$ cat config.mk
export PLATFORM = sky130hd
export DESIGN_NAME = acq_track_handoff
export DESIGN_NICKNAME = d
export VERILOG_FILES = /design/src/rtl/gps_pkg.sv /design/src/rtl/acq_track_handoff_dup_filter.sv /design/src/rtl/acq_track_handoff.sv
export SDC_FILE = /design/constraint.sdc
export NUM_CORES = 1
export LEC_CHECK = 0
export ABC_AREA = 0
export CAP_MARGIN = 20
export CORE_UTILIZATION = 45
export CTS_CLUSTER_SIZE = 12
export DETAILED_ROUTE_END_ITERATION = 7
export PLACE_DENSITY = 0.8
export SLEW_MARGIN = 15
export SYNTH_ARGS = -nofsm -noshare
export SYNTH_HDL_FRONTEND = slang
export SYNTH_HIERARCHICAL = 1
export SYNTH_SLANG_ARGS = --single-unit
$ cat constraint.sdc
create_clock -name clk -period 3.15 [get_ports clk]
set_input_delay 0.63 -clock clk [delete_from_list [all_inputs] [get_ports clk]]
set_output_delay 0.63 -clock clk [all_outputs]
set_load 0.1 [all_outputs]
$ cat src/rtl/gps_pkg.sv
// Shared widths, FSM encoding and slot-unpack helpers for the acquisition-to-tracking handoff.
package gps_pkg;
    localparam int NUM_SLOTS = 4;
    localparam int PRN_W     = 5;
    localparam int CODE_W    = 11;
    localparam int CARR_W    = 32;
    localparam int PTR_W     = 16;
    localparam int IDX_W     = 2;
    localparam int CNT_W     = 3;

    localparam logic [PRN_W-1:0] PRN_NONE = '0;

    typedef enum logic [1:0] {
        ST_IDLE   = 2'd0,
        ST_SCAN   = 2'd1,
        ST_OFFER  = 2'd2,
        ST_FINISH = 2'd3
    } handoff_state_t;

    function automatic logic [PRN_W-1:0] slot_prn(input logic [NUM_SLOTS*PRN_W-1:0] bus,
                                                   input logic [IDX_W-1:0] idx);
        return bus[int'(idx)*PRN_W +: PRN_W];
    endfunction

    function automatic logic [CODE_W-1:0] slot_code(input logic [NUM_SLOTS*CODE_W-1:0] bus,
                                                     input logic [IDX_W-1:0] idx);
        return bus[int'(idx)*CODE_W +: CODE_W];
    endfunction

    function automatic logic [CARR_W-1:0] slot_carr(input logic [NUM_SLOTS*CARR_W-1:0] bus,
                                                     input logic [IDX_W-1:0] idx);
        return bus[int'(idx)*CARR_W +: CARR_W];
    endfunction
endpackage

$ cat src/rtl/acq_track_handoff_dup_filter.sv
// Remembers the PRNs dispatched in the current handoff and flags a repeat of any of them.
module handoff_dup_filter
    import gps_pkg::*;
(
    input  logic             clk,
    input  logic             reset,
    input  logic             clear,
    input  logic             record,
    input  logic [PRN_W-1:0] record_prn,
    input  logic [PRN_W-1:0] query_prn,
    output logic             seen
);
    logic [PRN_W-1:0]     prn_q [NUM_SLOTS];
    logic [NUM_SLOTS-1:0] used_q;
    logic [IDX_W-1:0]     wr_ptr;

    always_comb begin
        seen = 1'b0;
        for (int i = 0; i < NUM_SLOTS; i++) begin
            if (used_q[i] && (prn_q[i] == query_prn)) seen = 1'b1;
        end
    end

    always_ff @(posedge clk) begin
        if (!reset) begin
            used_q <= '0;
            wr_ptr <= '0;
        end else if (clear) begin
            used_q <= '0;
            wr_ptr <= '0;
        end else if (record) begin
            prn_q[wr_ptr]  <= record_prn;
            used_q[wr_ptr] <= 1'b1;
            wr_ptr         <= wr_ptr + IDX_W'(1);
        end
    end
endmodule

$ cat src/rtl/acq_track_handoff.sv
// Snapshots acquisition results on completion and hands surviving slots to tracking one at a time.
//   state     | meaning
//   ST_IDLE   | waiting for a rising edge on acq_complete
//   ST_SCAN   | one cycle per slot: skip empty/duplicate or load an offer
//   ST_OFFER  | trk_valid held until the tracker takes the record
//   ST_FINISH | done pulse visible, returning to idle
module acq_track_handoff
    import gps_pkg::*;
(
    input  logic                        clk,
    input  logic                        reset,
    input  logic                        acq_complete,
    input  logic [NUM_SLOTS*PRN_W-1:0]  acq_prn,
    input  logic [NUM_SLOTS*CODE_W-1:0] acq_code_phase,
    input  logic [NUM_SLOTS*CARR_W-1:0] acq_carr_phase,
    input  logic [PTR_W-1:0]            acq_epoch_ptr,
    output logic                        trk_valid,
    input  logic                        trk_ready,
    output logic [IDX_W-1:0]            trk_slot,
    output logic [PRN_W-1:0]            trk_prn,
    output logic [CODE_W-1:0]           trk_code_phase,
    output logic [CARR_W-1:0]           trk_carr_phase,
    output logic [PTR_W-1:0]            trk_start_ptr,
    output logic                        busy,
    output logic                        done,
    output logic [CNT_W-1:0]            dispatch_cnt,
    output logic [NUM_SLOTS-1:0]        skip_mask,
    output logic                        overrun
);
    handoff_state_t              state;
    logic                        acq_complete_q;
    logic [NUM_SLOTS*PRN_W-1:0]  sh_prn;
    logic [NUM_SLOTS*CODE_W-1:0] sh_code;
    logic [NUM_SLOTS*CARR_W-1:0] sh_carr;
    logic [PTR_W-1:0]            sh_epoch;
    logic [IDX_W-1:0]            idx;

    logic             start, seen, last_slot, accept, clear_seen;
    logic [PRN_W-1:0] cur_prn;
    logic [CODE_W-1:0] cur_code;

    assign start      = acq_complete & ~acq_complete_q;
    assign cur_prn    = slot_prn(sh_prn, idx);
    assign cur_code   = slot_code(sh_code, idx);
    assign last_slot  = (idx == IDX_W'(NUM_SLOTS - 1));
    assign accept     = (state == ST_OFFER) && trk_valid && trk_ready;
    assign clear_seen = (state == ST_IDLE) && start;

    handoff_dup_filter u_dup_filter (
        .clk        (clk),
        .reset      (reset),
        .clear      (clear_seen),
        .record     (accept),
        .record_prn (trk_prn),
        .query_prn  (cur_prn),
        .seen       (seen)
    );

    always_ff @(posedge clk) begin
        if (!reset) begin
            state          <= ST_IDLE;
            acq_complete_q <= 1'b0;
            sh_prn         <= '0;
            sh_code        <= '0;
            sh_carr        <= '0;
            sh_epoch       <= '0;
            idx            <= '0;
            trk_valid      <= 1'b0;
            trk_slot       <= '0;
            trk_prn        <= '0;
            trk_code_phase <= '0;
            trk_carr_phase <= '0;
            trk_start_ptr  <= '0;
            busy           <= 1'b0;
            done           <= 1'b0;
            dispatch_cnt   <= '0;
            skip_mask      <= '0;
            overrun        <= 1'b0;
        end else begin
            acq_complete_q <= acq_complete;
            done           <= 1'b0;
            // Any edge outside IDLE, including the FINISH cycle, is dropped and flagged.
            if (start && (state != ST_IDLE)) overrun <= 1'b1;

            case (state)
                ST_IDLE: begin
                    if (start) begin
                        sh_prn       <= acq_prn;
                        sh_code      <= acq_code_phase;
                        sh_carr      <= acq_carr_phase;
                        sh_epoch     <= acq_epoch_ptr;
                        dispatch_cnt <= '0;
                        skip_mask    <= '0;
                        idx          <= '0;
                        busy         <= 1'b1;
                        state        <= ST_SCAN;
                    end
                end
                ST_SCAN: begin
                    if ((cur_prn == PRN_NONE) || seen) begin
                        skip_mask[idx] <= 1'b1;
                        if (last_slot) begin
                            done  <= 1'b1;
                            busy  <= 1'b0;
                            state <= ST_FINISH;
                        end else begin
                            idx <= idx + IDX_W'(1);
                        end
                    end else begin
                        trk_slot       <= idx;
                        trk_prn        <= cur_prn;
                        trk_code_phase <= cur_code;
                        trk_carr_phase <= slot_carr(sh_carr, idx);
                        trk_start_ptr  <= sh_epoch + PTR_W'(cur_code);
                        trk_valid      <= 1'b1;
                        state          <= ST_OFFER;
                    end
                end
                ST_OFFER: begin
                    if (trk_ready) begin
                        trk_valid    <= 1'b0;
                        dispatch_cnt <= dispatch_cnt + CNT_W'(1);
                        if (last_slot) begin
                            done  <= 1'b1;
                            busy  <= 1'b0;
                            state <= ST_FINISH;
                        end else begin
                            idx   <= idx + IDX_W'(1);
                            state <= ST_SCAN;
                        end
                    end
                end
                ST_FINISH: begin
                    state <= ST_IDLE;
                end
                default: state <= ST_IDLE;
            endcase
        end
    end
endmodule

# ---- Yosys cells after proc, flatten, opt, wreduce, memory -nomap -nowiden
# Memory sizes are Yosys's and may differ from the RTL's.
# Index checks and enable logic that the tools add are counted.
dict set report classes {
  shifts 3
  n_lt_le_gt_ge 4
  reduce_logical 26
  add_sub_neg 4
  multipliers 2
  muxes 41
  n_bitwise 6
  n_eq_ne 13
}
# op n
set ops {}
lappend ops {{$shiftx A128 B8 Y32} 1}
lappend ops {{$shiftx A44 B7 Y11} 1}
lappend ops {{$eq A5 B5 Y1} 4}
lappend ops {{$shiftx A20 B6 Y5} 1}
lappend ops {{$mux W1} 19}
lappend ops {{$mux W2} 9}
lappend ops {{$add A16 B11 Y16} 1}
lappend ops {{$reduce_and A3 Y1} 4}
lappend ops {{$logic_and A1 B1 Y1} 10}
lappend ops {{$mux W4} 2}
lappend ops {{$ne A2 B2 Y1 const B} 4}
lappend ops {{$or A4 B4 Y4} 2}
lappend ops {{$pmux W2 S4} 1}
lappend ops {{$pmux W4 S2} 1}
lappend ops {{$reduce_bool A2 Y1} 4}
lappend ops {{$eq A2 B2 Y1 const B} 3}
lappend ops {{$lt A2 B3 Y1 const B} 2}
lappend ops {{$mul A2 B4 Y6 const B} 1}
lappend ops {{$mux W3} 2}
lappend ops {{$pmux W2 S3} 1}
lappend ops {{$pmux W3 S2} 1}
lappend ops {{$logic_not A5 Y1} 1}
lappend ops {{$mul A2 B3 Y5 const B} 1}
lappend ops {{$add A2 B1 Y2 const B} 2}
lappend ops {{15 further kinds} 21}
dict set report word_totals {
  n_memories 1
  wordCells 120
  register_bits 296
  ramBits 20
}
# memory depth width rd rd_ports_with_merged_regs wr line_no
set mem_list {}
lappend mem_list {u_dup_filter.prn_q 4 5 4 0 1 acq_track_handoff_dup_filter.sv:13} ;# logic [PRN_W-1:0] prn_q [NUM_SLOTS];

# ---- Logic depth before layout (Yosys ltp)
dict set report depth {
  word_depth 11
  mapped_depth 14
  mapped_depth_nobuf 11
}

# ---- By module
# Netlist, hierarchy kept.
# mod seq_area_each_um2 instances cells_per_inst area_per_inst_um2
set by_module_without_submodules {}
lappend by_module_without_submodules {acq_track_handoff 5805.6 1 1414 12490.7}
lappend by_module_without_submodules {handoff_dup_filter 720.7 1 84 1134.8}

# ---- Worst setup path after synthesis
# Ideal clock, no wire load.
dict set report synth_path {
  path_type {register -> register}
  from {register idx[0]}
  to {register trk_start_ptr[13]}
  setup_time_ns 0.071
  arrival_time_ns 3.142
  stages_incl_launch_ff 12
  path_buffers 3
  slack_ns -0.063
  cell_sequence {dfxtp_1 > buf_6 > buf_2 > buf_2 > mux4_2 > ha_1 > nand3_1 > or3b_2 > a21oi_1 > o211ai_1 > xor2_1 > a21oi_1}
}
dict set report synth_via {
  elab_cells_between_ends 21
  classes_between {1 x add/sub; 2 x mul; 4 x eq/ne; 2 x shift; 4 x mux; 1 x bitwise; 7 x reduce/logical}
}
# element line_no
set synth_rtl {}
lappend synth_rtl {{start: declaration} acq_track_handoff.sv:36} ;# logic [IDX_W-1:0] idx;
lappend synth_rtl {{start signal: assignment} acq_track_handoff.sv:107} ;# idx <= idx + IDX_W'(1);
lappend synth_rtl {{start signal: assignment} acq_track_handoff.sv:128} ;# idx <= idx + IDX_W'(1);
lappend synth_rtl {{$mul A2 B4 Y6} gps_pkg.sv:27} ;# return bus[int'(idx)*CODE_W +: CODE_W];
lappend synth_rtl {{$shiftx A44 B7 Y11} gps_pkg.sv:27}
lappend synth_rtl {{via cur_code[7]} acq_track_handoff.sv:40} ;# logic [CODE_W-1:0] cur_code;
lappend synth_rtl {{$add A16 B11 Y16} acq_track_handoff.sv:114} ;# trk_start_ptr <= sh_epoch + PTR_W'(cur_code);
lappend synth_rtl {{end signal: assignment} acq_track_handoff.sv:114}
lappend synth_rtl {{end: declaration} acq_track_handoff.sv:23} ;# output logic [PTR_W-1:0] trk_start_ptr,
# The timed path passes the listed nets, and every way through them passes these cells.
# A chain may end at the register's enable or synchronous reset.

# ---- Worst setup path in the final report
dict set report layout_path {
  from {register idx[0]}
  to {register trk_start_ptr[15]}
}
# Same word-level chain as after synthesis.

==> results.yml <==
setup_path:
  crit_type: "reg2reg"
  cp_max_fo: 6
  critPathMaxStageDelay_ps: 540
  cp_data_required_time_ps: 3580
  cp_slowest_cell: "mux4_2"
  critPathCaptureType: "flop"
  crit_arrival_ps: 3440
  reg2reg_slack_ps: 140
  crit_path_start_kind: "flop"
  path_cells: "buf_6 -> buf_4 -> mux4_2 -> ha_1 -> nand3_1 -> or3b_2 -> a21oi_2 -> o211ai_1 -> xor2_1 -> a21oi_1"
timing:
  timing.fmax_ghz: 0.332
  setup_viol_count_final: 0
  maxSlewHeadroom_pct: 46.9
  drv_slew: 0
  setup_tns_ps: 0
  clock_skew_ps: 13.4
  tightest_slew_ps: 796
  setup_ws_ps: 137
  period_minus_slack_ps: 3010
  rsz0062_at_grt: "false"
  holdWs_ps: 453
  post-route-period-util_pct: 95.6
  hold_viol_final: 0
synth:
  synth.net_count: 1735
  yosysSeqAreaShare_pct: 47.9
  synth_cells: 1498
  synth_top_area_cell: "dfxtp_1"
  yosysUniqueCellTypes: 51
  syn-mean-instance-area_um2: 9.10
  synth.area.top_cells: "dfxtp_1 (43%), nand2_1 (15%), a21boi_0 (14%)"
  yosysMostFrequentCell: "nand2_1"
  synth_edf_count: 20
  yosysTopAreaCellShare_pct: 43.5
  ys_ff_latch: 316
  ys_top_cells_by_count: "nand2_1 (546), dfxtp_1 (296), a21boi_0 (254)"
  syn_area_um2: 13600
  yosys_warnings: 6
  async_flop_share_pct: 0
  synth_ff_type: "dfxtp_1"
floorplan:
  die_area_um2: 31000
  rows: 63
  io_pins: 289
  design.core.area_um2: 29700
  die_width_um: 176
  die_h_um: 176
  start_util_pct: 45.9
clocking:
  htreeDepth: 2
  cts_buffers: 34
  cts_hold_buf: 0
  cts.path.max_buffers: 3
  insertion_delay_ps: 510
  path_clk_slew_ps: 60
  cts_tree: "done"
  clock-sinks: 316
  clockRootBuffer: "clkbuf_16"
routing:
  wl_per_cell_um: 17.0
  firstDrtPassIters: 5
  vias: 11300
  route.detailed.drc: 0
  drt-initial-drc-count: 707
  routed_via_density: 5.22
  antenna_left: 0
  wl_um: 36700
finish:
  postLayoutCoreUtil_pct: 59.8
  finalNonFillerCells: 2159
  fin_area_um2: 17800
  drive_gt1_share_pct: 12.2
  area_growth_pct: 30.5
  nets: 1980
outcome:
  status: "completed"
global_route:
  grt_pass1_wl_um: 56800
  gr-total-overflow: 0
  gr-usage-all-layers_pct: 23.1
  antenna_found_initial: 2
  grt_max_degree: 194
  first_global_vias: 11000
power_and_ir_drop:
  power_mw: 12.4
  leakage_nw: 6.61
  power_density_nw_per_um2: 699
  ir_worst_vdd_mv: 0.349
placed_design:
  numPortBuffers: 288
  place_area_um2: 16500
  dpl.hpwl_um: 25400
  dp_slack_ps: -7.16
  place_inst: 2085
  place_congestion: 0.858
min_path:
  hold_path_class: "reg2reg"
run:
  drv_cap: 0
## metal layers
| layer | vias to the layer above | track usage [%] | share of wire [%] |
|---|---|---|---|
| met3 | 87 | 5.10 | 7.2 |
| met1 | 5325 | 29.1 | 42 |
| li1 | 5500 | - | - |
| met4 | 2 | 8.59 | 3.2 |
| met5 | - | 0 | 0.035 |
| met2 | 364 | 38.9 | 48 |
## power by group
part | internal, mW | switching, mW
clock | 2.34 | 1.56
combinational | 1.37 | 2.29
sequential | 4.55 | 0.325
## final cells by class
type / instances / area, µm²
fill: 2494 / 11900
multi-input combinational: 1061 / 6590
sequential: 316 / 6530
timing repair buffer: 317 / 3010
clock buffer: 60 / 1090
tap: 390 / 488
inverter: 13 / 53.8
clock inverter: 1 / 5.00
antenna: 1 / 2.50
## state kept, by name (all words and copies together), names as in the netlist
register	cells
sh_code	44
u_dup_filter/used_q	4
skip_mask	4
trk_valid	1
dispatch_cnt	3
trk_code_phase	11
trk_slot	2
trk_carr_phase	32
sh_prn	20
done	1
busy	1
state	2
u_dup_filter/prn_q	20
sh_carr	128
overrun	1
trk_prn	5
trk_start_ptr	16
acq_complete_q	1
sh_epoch	16
u_dup_filter/wr_ptr	2
idx	2
## cells in the final DEF, fill, tap and decap left out, types with 5 or more instances in the layout
cell               n
a21boi_0         254
a21boi_1          10
a21o_1             5
a21oi_1           25
and2_1             5
buf_12             8
buf_4             96
clkbuf_1          15
clkbuf_16         37
clkbuf_8           8
clkdlybuf4s50_1  210
dfxtp_1          294
edfxtp_1          20
ha_1              24
inv_1             12
mux4_2            48
nand2_1          545
nand2b_1           7
nand3_1           11
nor2_1            26
o21ai_0           24
xnor2_1            9
xor2_1            22
## logic make-up after synthesis
family / count (synthesis) / synth area share, %
compound gates: 340 / 17.8
fa+ha+maj: 25 / 2.35
simple gates: 614 / 17.8
mux: 49 / 8.01
buf+inv: 121 / 3.93
flops: 316 / 47.9
xor+xnor: 33 / 2.18
## critical path: cells and delay by family, from the launching register on
family                     cells  cell delay (ps)
AOI/OAI and AO/OA              3              480
xor gates and xnor gates       1              160
adders and majority gates      1              400
buffers and inverters          2              350
DFF                            1              370
muxes                          1              540
and+or+nand+nor                2              610
## path summary, 6_finish.rpt
kind	start	cells past startpoint	to
setup / recovery	idx[0]$_SDFFE_PN0P_	10	trk_start_ptr[15]$_SDFFE_PN0P_
hold reg to reg	trk_carr_phase[23]$_SDFFE_PN0P_	2	trk_carr_phase[23]$_SDFFE_PN0P_
hold / removal	trk_carr_phase[23]$_SDFFE_PN0P_	2	trk_carr_phase[23]$_SDFFE_PN0P_
setup reg to reg	idx[0]$_SDFFE_PN0P_	10	trk_start_ptr[15]$_SDFFE_PN0P_
## repair_timing
action,CTS,global route
pin swaps,0,1
cloned,0,0
resized for setup,1,4
setup buffers,2,10
endpoints found under the setup margin,4,57
Power figures use the tool's default switching activity.
